`src/rtl/ysyx_23060236_mem_arbiter_pkg.sv`:
```
// Shared AXI bus definitions for the IFU/LSU memory arbiter: response codes,
// arbiter state encoding and requester identifiers.
package ysyx_23060236_bus_pkg;

    localparam logic [1:0] OKAY   = 2'd0;
    localparam logic [1:0] SLVERR = 2'd2;
    localparam logic [1:0] DECERR = 2'd3;

    typedef enum logic [1:0] {
        IDLE = 2'd0,
        RD   = 2'd1,
        WR   = 2'd2
    } arb_state_e;

    typedef enum logic {
        REQ_IFU = 1'b0,
        REQ_LSU = 1'b1
    } req_id_e;

    function automatic logic resp_is_err(input logic [1:0] resp);
        return resp != OKAY;
    endfunction

endpackage

```
`src/rtl/ysyx_23060236_mem_arbiter_rr_pick.sv`:
```
// Two-way round-robin picker: bit 0 is the IFU, bit 1 the LSU. On a tie the
// requester that did not win last time is granted.
module ysyx_23060236_rr_pick (
    input  logic [1:0] req_i,
    input  logic       last_i,
    output logic [1:0] gnt_o
);

    always_comb begin
        gnt_o = req_i;
        if (&req_i) begin
            gnt_o = last_i ? 2'b01 : 2'b10;
        end
    end

endmodule

```
`src/rtl/ysyx_23060236_mem_arbiter.sv`:
```
// Shares the MMU virtual-address AXI master between the IFU (read-only) and
// the LSU (read/write), one whole transaction at a time.
module ysyx_23060236_mem_arbiter
    import ysyx_23060236_bus_pkg::*;
#(
    parameter int ADDR_W = 32,
    parameter int DATA_W = 32
) (
    input  logic                clock,
    input  logic                reset,

    input  logic                ifu_arvalid,
    input  logic [ADDR_W-1:0]   ifu_araddr,
    input  logic [3:0]          ifu_arid,
    input  logic [7:0]          ifu_arlen,
    input  logic [2:0]          ifu_arsize,
    input  logic [1:0]          ifu_arburst,
    output logic                ifu_arready,
    output logic                ifu_rvalid,
    output logic [1:0]          ifu_rresp,
    output logic [DATA_W-1:0]   ifu_rdata,
    output logic                ifu_rlast,
    output logic [3:0]          ifu_rid,
    input  logic                ifu_rready,

    input  logic                lsu_arvalid,
    input  logic [ADDR_W-1:0]   lsu_araddr,
    input  logic [3:0]          lsu_arid,
    input  logic [7:0]          lsu_arlen,
    input  logic [2:0]          lsu_arsize,
    input  logic [1:0]          lsu_arburst,
    output logic                lsu_arready,
    output logic                lsu_rvalid,
    output logic [1:0]          lsu_rresp,
    output logic [DATA_W-1:0]   lsu_rdata,
    output logic                lsu_rlast,
    output logic [3:0]          lsu_rid,
    input  logic                lsu_rready,
    input  logic                lsu_awvalid,
    input  logic [ADDR_W-1:0]   lsu_awaddr,
    input  logic [3:0]          lsu_awid,
    input  logic [7:0]          lsu_awlen,
    input  logic [2:0]          lsu_awsize,
    input  logic [1:0]          lsu_awburst,
    output logic                lsu_awready,
    input  logic                lsu_wvalid,
    input  logic [DATA_W-1:0]   lsu_wdata,
    input  logic [DATA_W/8-1:0] lsu_wstrb,
    input  logic                lsu_wlast,
    output logic                lsu_wready,
    output logic                lsu_bvalid,
    output logic [1:0]          lsu_bresp,
    output logic [3:0]          lsu_bid,
    input  logic                lsu_bready,

    output logic                m_arvalid,
    output logic [ADDR_W-1:0]   m_araddr,
    output logic [3:0]          m_arid,
    output logic [7:0]          m_arlen,
    output logic [2:0]          m_arsize,
    output logic [1:0]          m_arburst,
    input  logic                m_arready,
    input  logic                m_rvalid,
    input  logic [1:0]          m_rresp,
    input  logic [DATA_W-1:0]   m_rdata,
    input  logic                m_rlast,
    input  logic [3:0]          m_rid,
    output logic                m_rready,
    output logic                m_awvalid,
    output logic [ADDR_W-1:0]   m_awaddr,
    output logic [3:0]          m_awid,
    output logic [7:0]          m_awlen,
    output logic [2:0]          m_awsize,
    output logic [1:0]          m_awburst,
    input  logic                m_awready,
    output logic                m_wvalid,
    output logic [DATA_W-1:0]   m_wdata,
    output logic [DATA_W/8-1:0] m_wstrb,
    output logic                m_wlast,
    input  logic                m_wready,
    input  logic                m_bvalid,
    input  logic [1:0]          m_bresp,
    input  logic [3:0]          m_bid,
    output logic                m_bready,

    output logic                busy,
    output logic                bus_err,
    input  logic                err_clr
);

    arb_state_e state_q, state_d;
    req_id_e    last_q, last_d;
    req_id_e    owner_q, owner_d;
    logic       bus_err_q, bus_err_d;
    logic [1:0] req, gnt;
    logic       err_evt;

    assign req = {lsu_arvalid | lsu_awvalid, ifu_arvalid};

    ysyx_23060236_rr_pick u_pick (
        .req_i  (req),
        .last_i (last_q),
        .gnt_o  (gnt)
    );

    always_ff @(posedge clock) begin
        if (reset) begin
            state_q   <= IDLE;
            last_q    <= REQ_LSU;
            owner_q   <= REQ_IFU;
            bus_err_q <= 1'b0;
        end else begin
            state_q   <= state_d;
            last_q    <= last_d;
            owner_q   <= owner_d;
            bus_err_q <= bus_err_d;
        end
    end

    always_comb begin
        state_d = state_q;
        last_d  = last_q;
        owner_d = owner_q;
        unique case (state_q)
            IDLE: begin
                if (|gnt) begin
                    last_d  = gnt[1] ? REQ_LSU : REQ_IFU;
                    owner_d = gnt[1] ? REQ_LSU : REQ_IFU;
                    state_d = (gnt[1] && lsu_awvalid) ? WR : RD;
                end
            end
            RD: if (m_rvalid && m_rready && m_rlast) state_d = IDLE;
            WR: if (m_bvalid && m_bready) state_d = IDLE;
            default: state_d = IDLE;
        endcase

        // Readies are only ever raised toward the owner, so any handshake here is a delivered beat.
        err_evt   = (m_rvalid && m_rready && resp_is_err(m_rresp))
                  || (m_bvalid && m_bready && resp_is_err(m_bresp));
        bus_err_d = err_clr ? 1'b0 : (bus_err_q | err_evt);
    end

    always_comb begin
        m_araddr  = (owner_q == REQ_LSU) ? lsu_araddr  : ifu_araddr;
        m_arid    = (owner_q == REQ_LSU) ? lsu_arid    : ifu_arid;
        m_arlen   = (owner_q == REQ_LSU) ? lsu_arlen   : ifu_arlen;
        m_arsize  = (owner_q == REQ_LSU) ? lsu_arsize  : ifu_arsize;
        m_arburst = (owner_q == REQ_LSU) ? lsu_arburst : ifu_arburst;
        m_awaddr  = lsu_awaddr;
        m_awid    = lsu_awid;
        m_awlen   = lsu_awlen;
        m_awsize  = lsu_awsize;
        m_awburst = lsu_awburst;
        m_wdata   = lsu_wdata;
        m_wstrb   = lsu_wstrb;
        m_wlast   = lsu_wlast;
        ifu_rresp = m_rresp;
        ifu_rdata = m_rdata;
        ifu_rlast = m_rlast;
        ifu_rid   = m_rid;
        lsu_rresp = m_rresp;
        lsu_rdata = m_rdata;
        lsu_rlast = m_rlast;
        lsu_rid   = m_rid;
        lsu_bresp = m_bresp;
        lsu_bid   = m_bid;

        m_arvalid   = 1'b0;
        m_rready    = 1'b0;
        m_awvalid   = 1'b0;
        m_wvalid    = 1'b0;
        m_bready    = 1'b0;
        ifu_arready = 1'b0;
        ifu_rvalid  = 1'b0;
        lsu_arready = 1'b0;
        lsu_rvalid  = 1'b0;
        lsu_awready = 1'b0;
        lsu_wready  = 1'b0;
        lsu_bvalid  = 1'b0;

        unique case (state_q)
            RD: begin
                if (owner_q == REQ_LSU) begin
                    m_arvalid   = lsu_arvalid;
                    lsu_arready = m_arready;
                    lsu_rvalid  = m_rvalid;
                    m_rready    = lsu_rready;
                end else begin
                    m_arvalid   = ifu_arvalid;
                    ifu_arready = m_arready;
                    ifu_rvalid  = m_rvalid;
                    m_rready    = ifu_rready;
                end
            end
            WR: begin
                m_awvalid   = lsu_awvalid;
                lsu_awready = m_awready;
                m_wvalid    = lsu_wvalid;
                lsu_wready  = m_wready;
                lsu_bvalid  = m_bvalid;
                m_bready    = lsu_bready;
            end
            default: ;
        endcase

        busy    = (state_q != IDLE);
        bus_err = bus_err_q;
    end

endmodule

```
`config.mk`:
```
export PLATFORM = sky130hd
export DESIGN_NAME = ysyx_23060236_mem_arbiter
export DESIGN_NICKNAME = d
export VERILOG_FILES = /design/src/rtl/ysyx_23060236_mem_arbiter_pkg.sv /design/src/rtl/ysyx_23060236_mem_arbiter_rr_pick.sv /design/src/rtl/ysyx_23060236_mem_arbiter.sv
export SDC_FILE = /design/constraint.sdc
export NUM_CORES = 1
export LEC_CHECK = 0
export CELL_PAD_IN_SITES_DETAIL_PLACEMENT = 2
export CELL_PAD_IN_SITES_GLOBAL_PLACEMENT = 2
export CORE_AREA = 5 5 183 185
export DETAILED_ROUTE_END_ITERATION = 10
export DIE_AREA = 0 0 188 190
export DONT_BUFFER_PORTS = 1
export GPL_ROUTABILITY_DRIVEN = 1
export PLACE_DENSITY = 0.42
export SLEW_MARGIN = 20
export SYNTH_ARGS = -nofsm -noshare
export SYNTH_HDL_FRONTEND = slang
export SYNTH_SLANG_ARGS = --single-unit
```
`constraint.sdc`:
```
create_clock -name clock -period 1.9 [get_ports clock]
set_input_delay 0.38 -clock clock [delete_from_list [all_inputs] [get_ports clock]]
set_output_delay 0.38 -clock clock [all_outputs]
set_load 0.02 [all_outputs]
```
==> results.py <==
metrics = {
    "floorplan": {
        "dieArea_um2": 35700,
        "die_w_um": 188,
        "rows": 66,
        "start_util_pct": 6.92,
        "die_h_um": 190,
        "core_um2": 31900,
        "ios": 477,
    },
    "drt": {
        "drcViolationCount": 0,
        "routedWlPerCell_um": 17.5,
        "first_pass_iters": 2,
        "drt_wl_total_um": 9090,
        "ant_nets": 0,
        "viasPerCell": 2.15,
        "routed-via-count": 1116,
        "drt-initial-drc-count": 24,
    },
    "power": {
        "power.density_nw_per_um2": 612,
        "leakage_nw": 0.398,
        "vdd_drop_max_mv": 0.230,
        "total_power_mw": 0.970,
    },
    "global_routing": {
        "grt_antenna_before_repair": 4,
        "grt_pass1_wl_um": 11100,
        "grt_max_degree": 32,
        "track_usage_pct": 4.28,
        "first_global_vias": 1237,
        "grt_remaining_overflow": 0,
    },
    "yosys": {
        "syn_inst": 272,
        "yosysMostFrequentCell": "buf_4",
        "synthFlopType": "dfxtp_1",
        "synth_top_area_share_pct": 58.2,
        "mappedNetlistArea_um2": 2210,
        "ys_ff_latch": 5,
        "postSynth.asyncResetShare_pct": 0,
        "synth.area.top_cells": "buf_4 (58%), mux2_2 (25%), dfxtp_1 (4.5%)",
        "synth_nets": 516,
        "ys_types": 25,
        "ys_top_cells_by_count": "buf_4 (171), mux2_2 (49), and2_1 (6), nor2_1 (6)",
        "synth_area_per_cell_um2": 8.11,
        "synth_edf_count": 0,
        "seq_area_frac_synth_pct": 4.54,
        "synth_top_cell_by_area": "buf_4",
        "ys_warn_count": 0,
    },
    "timing": {
        "tightest_slew_ns": 0.447,
        "setup_ws_ns": 0.190,
        "setup-violations-final": 0,
        "rsz0062_at_grt": "false",
        "drv_slew": 0,
        "layout_min_cycle_time_ns": 1.71,
        "hold_violations": 0,
        "fin_skew_ns": 0.00650,
        "timing.fmax_mhz": 585,
        "fin_tns_setup_ns": 0,
        "fin_crit_sh_pct": 90.0,
        "relSlewSlack_pct": 69.9,
    },
    "worst_setup_path": {
        "reg2reg_depth": 4,
        "r2r_setup_slack_ns": 0.47,
        "r2r_start": "owner_q$_SDFFE_PP0P_",
        "worstPathCellList": "nor2b_2 -> and2_1",
        "crit_fanout": 9,
        "path_delay_family": "simple AND/OR/NAND/NOR gates",
        "crit_buf_inv": 0,
        "cp-start-kind": "flop",
        "cp_data_required_time_ns": 1.52,
        "critPathMaxStageDelay_ns": 0.45,
        "endpoint_kind": "primary output",
        "timing.rr.end": "bus_err$_SDFF_PP0_",
        "critical_path_depth": 2,
        "cp.arrival_ns": 1.33,
        "timing_worst_setup_path_type": "flop to primary output",
        "slowest_stage": "dfxtp_1",
    },
    "clock_tree": {
        "cts_tree": "built",
        "post_cts_buffers": 0,
        "cts_sinks": 5,
        "cts_resized": 0,
        "clk_latency_ns": 0.23,
        "cts_hold_buf": 0,
        "cts_max_level": 1,
        "root_buffer": "clkbuf_16",
        "numCtsBuffers": 3,
        "cts.clk_slew.worst_paths_ns": 0.04,
        "clock_path_buffers": 2,
    },
    "cells_and_area": {
        "multi_input_area_um2": 790,
        "syn_to_final_growth_pct": -28.2,
        "drive_gt1_share_pct": 60.2,
        "seq_area_um2": 101,
        "fillers": 3802,
        "layout.nets": 353,
    },
    "min_path": {
        "hold_depth": 1,
        "hp-class": "primary input to flop",
        "min-delay-start": "reset",
        "min_to": "owner_q$_SDFFE_PP0P_",
    },
    "place": {
        "io_buffers": 0,
        "dp_hpwl_um": 8480,
        "place.gp.congestion": 0.661,
        "post-place-ws_ns": 0.297,
    },
    "outcome": {
        "status": "finished clean",
    },
    "flow_run": {
        "cap_violations": 0,
    },
}
## registers in the layout (all words and copies together), names as in the netlist
register,flops
owner_q,1
state_q,2
bus_err,1
last_q,1
## placed cells by master (no fill, tap or decap), drive strengths merged
cell type,instances
mux2,49
buf,8
nor2,6
and2,6
dfxtp,5
nand2,4
diode,3
nor3,3
inv,3
clkbuf,3
mux2i,2
nand2b,2
o21ai,2
nor2b,2
or2,1
o2111ai,1
or3,1
a311oi,1
o22ai,1
nor3b,1
a2111oi,1
a211oi,1
a22oi,1
or3b,1
a211o,1
a21oi,1
clkinv,1
## area by class of cell
class,count,share of cell area [%]
clock buffers,3,4.74
inverters,3,0.710
multi-input cells,88,49.8
diodes,3,0.474
clock inverters,1,0.316
well taps,408,32.2
repair buffers,8,5.37
flip-flops and latches,5,6.39
## worst max path at each step
| stage | end | start | slack (ns) |
|---|---|---|---|
| floorplan | ifu_arready | owner_q$_SDFFE_PP0P_ | 0.40 |
| CTS | m_bready | state_q[1]$_SDFFE_PP0P_ | 0.06 |
| global placement | m_awvalid | state_q[1]$_SDFFE_PP0P_ | 0.41 |
| detailed placement | m_bready | state_q[1]$_SDFFE_PP0P_ | 0.30 |
| global route | m_rready | owner_q$_SDFFE_PP0P_ | 0.08 |
| finish | m_bready | state_q[1]$_SDFFE_PP0P_ | 0.19 |
## power breakdown
| group | internal [mW] | switching [mW] | leakage, nW |
|---|---|---|---|
| Clock | 0.275 | 0.0718 | 0.0409 |
| Combinational | 0.183 | 0.307 | 0.315 |
| Sequential | 0.116 | 0.0172 | 0.0416 |
| Total | 0.574 | 0.396 | 0.398 |
## kinds of logic (layout without fill, tap and decap cells)
group                  after synthesis  after routing  synth area share [%]
other                                0              3                     0
DFF                                  5              5                  4.54
and+or+nand+nor                     27             27                  6.52
buffers and inverters              179             15                  59.8
muxes                               51             51                  25.9
AOI/OAI and AO/OA                   10             10                  3.23
## stage by stage
step	instance area, um2	hold slack, ns	instances	utilization, %
global placement	1500	0.452	512	4.69
global route	1590	0.216	519	4.97
finish	1590	0.217	519	4.97
CTS	1580	0.219	516	4.94
floorplan	2210	0.449	272	-
detailed placement	1500	0.455	512	4.69
## routing by layer
metal,GRT usage (%),share of wire [%],up-vias
li1,-,-,391
met1,2.97,24,456
met2,8.51,54,209
met3,2.66,16,60
met4,2.40,5.8,0
met5,0,0,-
Power figures use the tool's default switching activity.
==> edit (same settings) <==
The 3 states of `arb_state_e` get a one-hot encoding in 3 bits.
--- a/src/rtl/ysyx_23060236_mem_arbiter_pkg.sv
+++ b/src/rtl/ysyx_23060236_mem_arbiter_pkg.sv
@@ -7,8 +7,8 @@
     localparam logic [1:0] DECERR = 2'd3;
 
-    typedef enum logic [1:0] {
-        IDLE = 2'd0,
-        RD   = 2'd1,
-        WR   = 2'd2
+    typedef enum logic [2:0] {
+        IDLE = 3'b001,
+        RD   = 3'b010,
+        WR   = 3'b100
     } arb_state_e;
 
Function: no difference found for any inputs over 10 cycles, from zero or initial values and one cycle with reset high; not proved beyond that.
==> edit against the unedited design <==
Power is 22% higher; worst setup slack worse by 0.051 ns; sequential share of layout area is 0.87 points higher; wire length is 16% lower; final cell count is 0.19% lower; critical endpoint is now ifu_arready; synthesized area is 3.6% higher; design area is 5.4% higher; sequential cell count is 1 higher; global-route usage is 0.68 points lower.
==> edit: results (changes against the unedited design) <==
Distinct cells, synth=24 (-4.0%); final wirelength=7670 µm (-16%); NetSw=506 µW (+28%); drt via density=2.11 (-1.7%); Most used DFF post-synth=dfxtp_1; CTS max path bufs=2 (unchanged); clock power share=29.0% (-6.8 points); n_diodes=0 (-3); relative slew slack=77.1% (+7.2 points); All-Layer GR Usage=3.60% (-0.68 points); critical path peak fanout=8 (-1); worst hold path type=primary input to flip-flop; Worst Skew=0.00230 ns (-0.00420 ns); vias in the first global route=1237 (unchanged); clock root buffer=clkbuf_16; clock latency on the worst-skew pair=0.23 ns (about the same); yosys warns=0 (unchanged); max reg flops=3 (+1); Worst VDD drop=406 µV (+77%); initial antenna violation count=0 (-4); status=complete, no violations; TritonCTS Buffers=3 (unchanged); Placer Congestion=0.646 (-2.1%); Critical Path AT=1.38 ns (+0.05 ns); most instantiated cells after synthesis=170 x buf_4, 49 x mux2_2, 6 x buf_2, 6 x dfxtp_1, 6 x nand2_1; Power Sequential=179 µW (+34%); Biggest register=state_q; layout cells sized above 1=64.5% (+4.4 points); Post-DP Area=1580 µm² (+5.4%); H-tree depth=1 (unchanged); Max power group=combinational cells; first-pass GRT wire length=9650 µm (-13%); sequential area share after synthesis=5.25% (+0.72 points); Leak=0.436 nW (+9.6%); Clk pin slew, worst setup/hold paths=0.04 ns (about the same); Cells after DPL=514 (+0.39%); Finished Layout Cells=518 (-0.19%); DR iter-0 viols=14 (-42%); syn avg cell area=8.34 µm² (+2.8%); port bufs=0 (unchanged); drt first pass iters=3 (+1); HPWL after DPL=6940 µm (-18%); Sequential Power Share=15.2% (+1.4 points); post-CTS sizing=0 (unchanged); most area-consuming cells after synthesis=buf_4 56%, mux2_2 24%, dfxtp_1 5.3%; Max Cap Viol=0 (unchanged); fin nets=356 (+0.85%); largest net degree at the start of global routing=29 (-9.4%); setup repair bufs after CTS=0 (unchanged); dpl ws=0.248 ns (-0.0484 ns); fraction of registers with async set/reset=0% (unchanged); fillers=3780 (-0.58%)
[edit: cell count changes after synthesis, sizes merged, moves of 2 or more]
cell     delta
a21oi       +2
nor3b       +2
nand4bb     +2
and3        +2
nand2       +2
nand2b      -2
[edit: layer usage]
metal	GRT usage, %	up-vias	routed length (µm)
met4	1.67	0	318
li1	-	405	-
met5	0	-	0
met2	6.25	171	3860
met1	3.39	467	2370
met3	2.18	52	1130
[edit: cells by family after synthesis]
family	after synthesis	synth area share, %
AO/OA/AOI/OAI	10	3.23
buffers and inverters	178	57.5
AND/OR/NAND/NOR	29	9.03
multiplexers	51	25.0
flip-flops	6	5.25
[edit: stage by stage]
step | hold WS (ns) | utilization [%]
6_report | 0.213 | 5.24
5_1_grt | 0.209 | 5.24
3_5_place_dp | 0.451 | 4.95
2_1_floorplan | 0.449 | -
4_1_cts | 0.210 | 5.18
3_3_place_gp | 0.452 | 4.95
[edit: worst max-delay path: stages (launching register included)]
cell and delay, ns:
dfxtp_1 0.44, nor3b_4 0.27, buf_12 0.15, nand2_1 0.06, nor2_1 0.09, buf_4 0.15
[edit: final cells by class]
cell class | instances | area (µm²) | share of cell area [%]
repair buffers | 9 | 105 | 6.29
well taps | 408 | 510 | 30.5
clock buffers | 3 | 75.1 | 4.49
inverters | 2 | 7.51 | 0.449
multi-input cells | 90 | 852 | 51.0
flip-flops and latches | 6 | 121 | 7.26
[edit: worst paths after layout]
| path | from | endpoint | slack [ns] | depth (start not counted) |
|---|---|---|---|---|
| setup / recovery | state_q[1] | ifu_arready | 0.14 | 5 |
| hold / removal | reset | owner_q | 0.21 | 1 |
| setup reg to reg | state_q[1] | bus_err | 0.42 | 4 |
| hold reg to reg | last_q | last_q | 0.50 | 1 |
